[src/rtl/cfg_chain_loader.sv]
// Serial configuration chain loader: shifts a WIDTH-bit frame in, checks its length,
// commits good frames to a shadow register, supports readback, and gates an N-way output mux.
module cfg_chain_loader #(
  parameter int unsigned WIDTH  = 79,
  parameter int unsigned NUM_CH = 4,
  parameter int unsigned OUT_W  = 8,
  localparam int unsigned CNT_W = $clog2(WIDTH + 2),
  localparam int unsigned SEL_W = $clog2(NUM_CH)
) (
  input  logic                    clk,
  input  logic                    rst,
  input  logic                    shift_en,
  input  logic                    sdi,
  input  logic                    capture,
  output logic                    sdo,
  output logic [WIDTH-1:0]        cfg,
  output logic                    cfg_valid,
  output logic                    load_ok,
  output logic                    load_err,
  output logic                    busy,
  input  logic [SEL_W-1:0]        sel,
  input  logic [NUM_CH*OUT_W-1:0] ch_in,
  output logic [OUT_W-1:0]        mux_out
);

  localparam logic [1:0] ST_IDLE   = 2'd0;
  localparam logic [1:0] ST_SHIFT  = 2'd1;
  localparam logic [1:0] ST_COMMIT = 2'd2;

  localparam logic [CNT_W-1:0] CNT_FULL = CNT_W'(WIDTH);
  localparam logic [CNT_W-1:0] CNT_SAT  = CNT_W'(WIDTH + 1);
  localparam logic [CNT_W-1:0] CNT_ONE  = CNT_W'(1);

  logic [1:0]       state, state_nxt;
  logic [WIDTH-1:0] chain, chain_nxt;
  logic [CNT_W-1:0] cnt, cnt_nxt;
  logic [WIDTH-1:0] cfg_nxt;
  logic             cfg_valid_nxt;
  logic             load_ok_nxt;
  logic             load_err_nxt;
  logic [OUT_W-1:0] mux_sel_c;

  // State and datapath registers
  always_ff @(posedge clk or posedge rst) begin
    if (rst) begin
      state     <= ST_IDLE;
      chain     <= '0;
      cnt       <= '0;
      cfg       <= '0;
      cfg_valid <= 1'b0;
      load_ok   <= 1'b0;
      load_err  <= 1'b0;
    end else begin
      state     <= state_nxt;
      chain     <= chain_nxt;
      cnt       <= cnt_nxt;
      cfg       <= cfg_nxt;
      cfg_valid <= cfg_valid_nxt;
      load_ok   <= load_ok_nxt;
      load_err  <= load_err_nxt;
    end
  end

  // Next-state logic; the chain shifts whenever shift_en is high, in any state
  always_comb begin
    state_nxt     = state;
    chain_nxt     = chain;
    cnt_nxt       = cnt;
    cfg_nxt       = cfg;
    cfg_valid_nxt = cfg_valid;
    load_ok_nxt   = 1'b0;
    load_err_nxt  = 1'b0;

    if (shift_en) begin
      chain_nxt = {chain[WIDTH-2:0], sdi};
    end

    case (state)
      ST_IDLE: begin
        if (shift_en) begin
          state_nxt = ST_SHIFT;
          cnt_nxt   = CNT_ONE;
        end else if (capture) begin
          chain_nxt = cfg;
        end
      end
      ST_SHIFT: begin
        if (shift_en) begin
          if (cnt != CNT_SAT) begin
            cnt_nxt = cnt + CNT_ONE;
          end
        end else begin
          state_nxt = ST_COMMIT;
        end
      end
      ST_COMMIT: begin
        // cfg takes the pre-shift chain; a bit shifted now opens the next frame
        if (cnt == CNT_FULL) begin
          cfg_nxt       = chain;
          cfg_valid_nxt = 1'b1;
          load_ok_nxt   = 1'b1;
        end else begin
          load_err_nxt  = 1'b1;
        end
        if (shift_en) begin
          state_nxt = ST_SHIFT;
          cnt_nxt   = CNT_ONE;
        end else begin
          state_nxt = ST_IDLE;
          cnt_nxt   = '0;
        end
      end
      default: begin
        state_nxt = ST_IDLE;
        cnt_nxt   = '0;
      end
    endcase
  end

  // Channel select; out-of-range select leaves zero
  always_comb begin
    mux_sel_c = '0;
    for (int unsigned k = 0; k < NUM_CH; k++) begin
      if (sel == SEL_W'(k)) begin
        mux_sel_c = ch_in[k*OUT_W +: OUT_W];
      end
    end
  end

  always_ff @(posedge clk or posedge rst) begin
    if (rst) begin
      mux_out <= '0;
    end else begin
      mux_out <= cfg_valid ? mux_sel_c : '0;
    end
  end

  assign sdo  = chain[WIDTH-1];
  assign busy = (state != ST_IDLE);

endmodule

[config.mk]
export PLATFORM = sky130hd
export DESIGN_NAME = cfg_chain_loader
export DESIGN_NICKNAME = d
export VERILOG_FILES = /design/src/rtl/cfg_chain_loader.sv
export SDC_FILE = /design/constraint.sdc
export NUM_CORES = 1
export LEC_CHECK = 0
export BUFFER_PORTS_ARGS = -buffer_cell sky130_fd_sc_hd__buf_2
export CAP_MARGIN = 30
export CORE_UTILIZATION = 35
export DETAILED_ROUTE_END_ITERATION = 10
export PLACE_DENSITY = 0.58
export RECOVER_POWER = 50
export SETUP_SLACK_MARGIN = 0.5
export SLEW_MARGIN = 20
export SYNTH_ARGS = -nofsm -noshare
export SYNTH_HDL_FRONTEND = slang
export SYNTH_SLANG_ARGS = --single-unit
[constraint.sdc]
create_clock -name clk -period 4.9 [get_ports clk]
set_input_delay 0.245 -clock clk [delete_from_list [all_inputs] [get_ports clk]]
set_output_delay 0.245 -clock clk [all_outputs]
set_load 0.02 [all_outputs]
======== After elaboration in Yosys (flattened, before gate mapping) ========
Index checks and enable logic that the tools add are counted.
cells by class
  add/sub/neg operators ................... 1
  equal/unequal tests ..................... 11
  multiplexer cells ....................... 22
  reduce and logical (&&, ||, !) cells .... 6
operators by type and width
  operator             number
  $mux 79              4
  $mux 8               5
  $mux 7               3
  $pmux 7 s3           1
  $ne 2x2->1 const B   4
  $add 7x1->7 const B  1
  $eq 7x7->1 const B   1
  $ne 7x7->1 const B   1
  $eq 2x2->1 const B   3
  $mux 1               6
  $pmux 2 s3           1
  $eq 2x1->1 const B   2
  $logic_not 2->1      2
  $mux 2               2
  $reduce_and 2->1     2
  $reduce_and 3->1     1
  $reduce_bool 2->1    1
word-level totals
  register bits ........................... 178
  input bits .............................. 39
  output and inout bits ................... 92
  word-level logic and storage cells ...... 48

======== Depth between registers and ports, before layout ========
Gate-level depths: netlist (run 1).
  depth in word-level cells ............... 6
  mapped depth ............................ 9
  depth with buffers taken out ............ 6

======== Least setup slack after synthesis (run 1) ========
No wires, ideal clock.
  kind .................................... reg-to-reg
  start ................................... register cnt[0]
  end ..................................... register cnt[6]
  library setup time ...................... 94 ps
  arrival time ............................ 1747 ps
  required time ........................... 4806 ps
  slack ................................... 3059 ps
  cell stages (with the launch flop) ...... 8
  buffers on the path ..................... 1
  period minus slack after synthesis ...... 1841 ps
  path through ............................ dfrtp_1 inv_1 ha_1 nor4bb_1 a41o_1 buf_6 or4_1 a211oi_1
between the ends
  longest elaborated chain between the ends .. 4
  elaborated cells on any way between the ends .. 7
  those cells by class .................... add/sub (1); eq/ne (2); mux (3); reduce/logical (1)
ends and longest elaborated chain
  element                 RTL line  source
  from (decl)             36        logic [CNT_W-1:0] cnt, cnt_nxt;
  from (signal assigned)  56        cnt <= cnt_nxt;
  $add 7x1->7             90        cnt_nxt = cnt + CNT_ONE;
  $mux 7                  89        if (cnt != CNT_SAT) begin
  $mux 7                  88        if (shift_en) begin
  $pmux 7 s3              78        case (state)
Several ways; a longest one is shown, not always the timed one. The select of a mux whose other input is x is not followed.
A chain may end at the register's enable or synchronous reset.

======== Worst setup path after layout (run 1) ========
  start ................................... register cnt[0]
  end ..................................... register cfg[48]
between the ends
  longest elaborated chain between the ends .. 2
ends and longest elaborated chain
  element                            RTL line  source
  $eq 7x7->1                         98        if (cnt == CNT_FULL) begin
  $reduce_and 2->1 (no source line)  n/a
  to (signal assigned)               57        cfg <= cfg_nxt;
  to (decl)                          16        output logic [WIDTH-1:0] cfg,
Every way passes these cells.

==> impl_metrics.yaml, run 1 <==
place:
  dp_cells: 971
  io_buffers: 130
  dp_hpwl_um: 9530
  dpl-instance-area_mm2: 0.00846
  gp_congestion: 0.747
logic_synthesis:
  syn-num-nets: 642
  ys_top_cells_by_count: "178 x dfrtp_1, 84 x o21ai_0, 83 x nand2_1, 79 x mux2i_1, 72 x mux2_2"
  netlist.area_leader.share_pct: 58.4
  postSynthAreaPerCell_um2: 12.7
  yosysWarningCount: 0
  synth_seq_cells: 178
  seq_area_frac_synth_pct: 58.4
  synth_area_mm2: 0.00763
  yosysTopAreaCell: "dfrtp_1"
  synth_area_leaders: "dfrtp_1 58%, mux2_2 11%, mux2i_1 10%, o21ai_0 5.5%, nand2_1 4.1%"
  yosysMostFrequentCell: "dfrtp_1"
  async_flop_share_pct: 100
  yosys_most_used_dff: "dfrtp_1"
  synth_cell_type_count: 36
  synth_edf_count: 0
  syn_inst: 601
clock_tree:
  post_cts_buffers: 0
  clkTransAtPathRegs_ps: 60
  clock_latency_ps: 420
  cts-root-buf: "clkbuf_16"
  clock_sinks: 178
  ctsHoldBuffers: 0
  cts_resized: 0
  cts_tree: "yes"
  cts_buffer_depth: 2
  h-tree-depth: 4
  cts_buffers: 17
power_and_ir_drop:
  leakage_nw: 4.52
  power_density_mw_per_mm2: 332
  ir_drop_mv: 0.158
worst_setup_path:
  cp-end-kind: "flop"
  crit_required_ps: 5200
  critPathLaunchType: "flop"
  crit_arrival_ps: 2510
  path_class: "reg2reg"
  path_max_fanout: 58
drt:
  num_vias: 4938
  drt_first_pass_iters: 7
  drc: 0
  wl_per_cell_um: 15.3
  ant_nets: 0
  drt_iter0_drc: 190
  via_per_inst: 4.93
  drt_wl_total_um: 15300
sta:
  hold_viol_final: 0
  min_period_ps: 2210
  fmax_ghz: 0.452
  tns_ps: 0
  finalMaxSlewViolations: 0
  rsz0062_at_grt: "false"
  setup_viol: 0
  fin_crit_sh_pct: 45.1
  max_slew_margin_pct: 24.6
  skew_ps: 7.79
  worstMarginPinSlew_ps: 1130
final_layout:
  layout.cells.non_filler: 1001
  drive_gt1_share_pct: 28.7
  num-nets-final: 756
  design_area_mm2: 0.00896
  syn2layout_area_growth_pct: 17.4
  num_antenna_cells: 0
floorplanning:
  top_level_ports: 131
  initial_utilization_pct: 36.0
  rows: 53
  dieWidth_um: 150
  core_area_mm2: 0.0212
  die_h_um: 150
  die_area_mm2: 0.0224
global_route:
  antenna_found_initial: 0
  grt_first_pass_wirelength_um: 25800
  track_usage_pct: 14.6
  grt_max_degree: 179
  grt_pass1_vias: 5138
  grt_overflow: 0
run_status:
  outcome: "finished, final reports clean"
min_path:
  hold_class: "in2async"
run:
  max-cap-violations: 0
-- cell type report --
cell class	count	area (um^2)
Clock buffer	21	450
Clock inverter	9	109
Fill cell	2012	12300
Inverter	6	23.8
Multi-Input combinational cell	377	2920
Sequential cell	178	4450
Tap cell	275	344
Timing Repair Buffer	135	667
-- per-stage QoR --
stage          power (mW)  setup WS (ps)  utilization [%]  hold slack (ps)
5_1_grt              3.11           2530             42.2              132
3_3_place_gp         1.70           2720             39.9              478
2_1_floorplan        1.66           2370                -              445
4_1_cts              3.03           2670             42.5              131
3_5_place_dp         1.70           2690             39.9              480
6_report             2.98           2690             42.2            0.966
-- path summary, 6_finish.rpt --
path / from / end / slack, ps / depth (start not counted)
setup reg to reg: cnt[0] / cfg[48] / 2690 / 6
max in group asynchronous: rst / chain[11] / 3960 / 3
setup / recovery: cnt[0] / cfg[48] / 2690 / 6
hold reg to reg: cfg[32] / chain[32] / 500 / 2
min in group clk: sdi / chain[0] / 150 / 3
hold / removal: rst / mux_out[2] / 1 / 3
-- power breakdown --
part           leakage, nW  internal (mW)  switching (mW)  total (mW)
Sequential            2.47           1.49          0.0234        1.52
Combinational         1.79         0.0608          0.0937       0.155
Clock                0.261          0.759           0.545        1.30
-- critical path, cell delays in order, from the launching register on --
cell and delay [ps]:
dfrtp_1 410, ha_1 250, nand3_2 130, nor4b_2 70
nand3b_1 110, buf_4 670, mux2_2 410
-- metal layers --
layer | vias up | track usage [%] | routed length (um)
met5 | - | 0 | 0
met4 | 0 | 4.19 | 165
met3 | 14 | 4.70 | 875
met2 | 124 | 23.7 | 7360
met1 | 2471 | 18.5 | 6930
li1 | 2329 | - | -
-- registers in the layout (all words and copies together) (netlist names) --
register and count:
chain 79, load_ok 1, load_err 1, mux_out 8
state 2, cfg_valid 1, cnt 7, cfg 79
-- layout by cell type (no fill, tap or decap), types with 2 or more instances in the layout --
| master | count |
|---|---|
| dfrtp_1 | 178 |
| buf_2 | 90 |
| o21ai_0 | 84 |
| nand2_1 | 83 |
| mux2i_1 | 79 |
| mux2_2 | 72 |
| clkbuf_1 | 42 |
| clkbuf_16 | 17 |
| mux2_1 | 8 |
| mux4_2 | 8 |
| nor2_1 | 7 |
| and2_1 | 6 |
| inv_1 | 5 |
| clkinvlp_4 | 4 |
| buf_4 | 4 |
| and2_0 | 3 |
| o31ai_1 | 2 |
| or4_1 | 2 |
| nand2b_1 | 2 |
| nor2b_1 | 2 |
| a21oi_1 | 2 |
| ha_1 | 2 |
| clkinv_2 | 2 |
| bufinv_16 | 2 |
| buf_12 | 2 |
-- cell families (layout without fill, tap and decap cells) --
group,count (synthesis),after routing,synth area share (%)
adder cells (fa/ha/maj),2,2,0.328
AND/OR/NAND/NOR,115,115,6.93
buffers and inverters,46,171,3.52
AO/OA/AOI/OAI,93,93,6.34
flip-flops,178,178,58.4
multiplexers,167,167,24.5
Power figures use the tool's default switching activity.
==> run 2, diff against run 1 <==
--- a/config.mk
+++ b/config.mk
@@ -9,7 +9,7 @@
 export CAP_MARGIN = 30
 export CORE_UTILIZATION = 35
 export DETAILED_ROUTE_END_ITERATION = 10
-export PLACE_DENSITY = 0.58
+export PLACE_DENSITY = 0.56
 export RECOVER_POWER = 50
 export SETUP_SLACK_MARGIN = 0.5
 export SLEW_MARGIN = 20
==> constraint.sdc (replaced) <==
create_clock -name clk -period 2.1 [get_ports clk]
set_input_delay 0.105 -clock clk [delete_from_list [all_inputs] [get_ports clk]]
set_output_delay 0.105 -clock clk [all_outputs]
set_load 0.02 [all_outputs]
==> run 2 against run 1 <==
Sequential share of layout area shrank 7.5 points. Setup slack lost 2400 ps. Fmax grew 19%. Clock skew is essentially flat. Critical endpoint is now cnt[5]. Largest power group unchanged.
==> impl_metrics.yaml, run 2 (same netlist as run 1, synthesis figures left out) <==
floorplanning:
  die_h_um: 150
  top_level_ports: 131
  core_area_mm2: 0.0212
  initial_utilization_pct: 36.0
  die_area_mm2: 0.0224
  dieWidth_um: 150
  rows: 53
sta:
  fin_crit_sh_pct: 88.2
  max_slew_margin_pct: 39.4
  hold_viol_final: 0
  fmax_ghz: 0.540
  tns_ps: 0
  rsz0062_at_grt: "true"
  min_period_ps: 1850
  setup_viol: 0
  worstMarginPinSlew_ps: 903
  skew_ps: 7.84
  finalMaxSlewViolations: 0
drt:
  via_per_inst: 5.17
  ant_nets: 0
  drt_iter0_drc: 420
  num_vias: 5491
  drt_wl_total_um: 20100
  drt_first_pass_iters: 5
  wl_per_cell_um: 18.9
  drc: 0
place:
  io_buffers: 130
  dpl-instance-area_mm2: 0.00861
  gp_congestion: 0.722
  dp_hpwl_um: 10000
final_layout:
  final_cell_mix: "178 x dfrtp_1, 88 x clkbuf_1, 79 x mux2i_1, 72 x mux2_2, 45 x o21ai_2"
  drive_gt1_share_pct: 43.1
  num-nets-final: 816
  design_area_mm2: 0.0106
  top_regs: "cfg (79), chain (79), mux_out (8)"
  num_antenna_cells: 0
  final_common_cell: "dfrtp_1"
  syn2layout_area_growth_pct: 38.2
global_route:
  grt_first_pass_wirelength_um: 28700
  antenna_found_initial: 0
  track_usage_pct: 16.6
  grt_max_degree: 91
  grt_overflow: 0
  grt_pass1_vias: 5445
clock_tree:
  h-tree-depth: 4
  clock_latency_ps: 430
  cts_tree: "yes"
  cts-root-buf: "clkbuf_16"
  cts_buffer_depth: 2
  clock_sinks: 178
  clkTransAtPathRegs_ps: 70
  cts_buffers: 17
worst_setup_path:
  critPathLaunchType: "flop"
  worstPathCellList: "buf_4 > inv_1 > ha_2 > nor4bb_1 > a41o_2 > buf_4 > or4_1 > o21ai_1"
  max_stage_delay_ps: 410
  crit_arrival_ps: 2200
  cp-end-kind: "flop"
  slowest_stage: "or4_1"
  crit_top_cell: "buf_4"
  path_max_fanout: 8
  crit_required_ps: 2450
  r2r_slack_ps: 250
  path_class: "reg2reg"
min_path:
  hold_class: "in2reg"
run:
  max-cap-violations: 0
run_status:
  outcome: "finished, final reports clean"
power_and_ir_drop:
  ir_drop_mv: 0.538
  leakage_nw: 5.39
  p_total_mw: 7.43
  power_density_mw_per_mm2: 704
[run 2: changes by cell type in the layout (fill, tap and decap cells not counted), moves of 12 or more]
cell,change
o21ai_2,+45
buf_16,+12
nand2_2,+36
clkbuf_1,+46
nand2_4,+25
nand2_1,-61
o21ai_0,-74
buf_2,-48
o21ai_1,+29
clkbuf_16,+14
[run 2: final timing paths]
path,start,endpoint,depth (start not counted)
hold reg to reg,cfg[29],chain[29],2
setup reg to reg,cnt[1],cnt[5],8
setup / recovery,cnt[1],cnt[5],8
max in group asynchronous,rst,cfg[4],4
min in group asynchronous,rst,mux_out[2],3
hold / removal,ch_in[19],mux_out[3],3
[run 2: area by class of cell]
type,instances,area [um^2]
well taps,275,344
fillers,1901,10700
inverters,6,23.8
flip-flops and latches,178,4450
clock inverters,13,153
clock buffers,19,443
repair buffers,195,1700
multi-input cells,377,3430
[run 2: routing by layer]
metal | track usage, % | vias to the layer above | part of all wire, %
li1 | - | 2481 | -
met1 | 21.6 | 2824 | 45
met2 | 27.0 | 156 | 48
met3 | 4.79 | 30 | 5.0
met4 | 4.04 | 0 | 1.5
met5 | 0 | - | 0
[run 2: what timing repair did]
action,in CTS,in global routing
hold buffers,2,0
cloned,8,20
pin swaps,5,71
gates resized for setup,19,223
endpoints found under the hold margin,18,0
buffers inserted,22,3
endpoints found under the setup margin,161,166
[run 2: metrics by stage]
step	setup WS, ps	instances	hold slack [ps]	utilization, %
5_1_grt	127	1063	77.3	49.7
6_report	247	1063	94.5	49.7
2_1_floorplan	-286	601	305	-
4_1_cts	249	1040	80.0	45.8
3_3_place_gp	177	976	159	40.6
3_5_place_dp	93.3	976	162	40.6
[run 2: power by group]
part | internal [mW] | leakage (nW) | switching (mW)
logic | 0.317 | 2.63 | 0.334
clock network | 1.81 | 0.292 | 1.42
registers | 3.49 | 2.47 | 0.0543
total | 5.61 | 5.39 | 1.81
[run 2: critical path, delay by kind of cell (launching register included)]
family,cells,cell delay (ps)
fa+ha+maj,1,160
flops,1,400
simple gates,2,530
buf+inv,3,340
compound gates,2,340
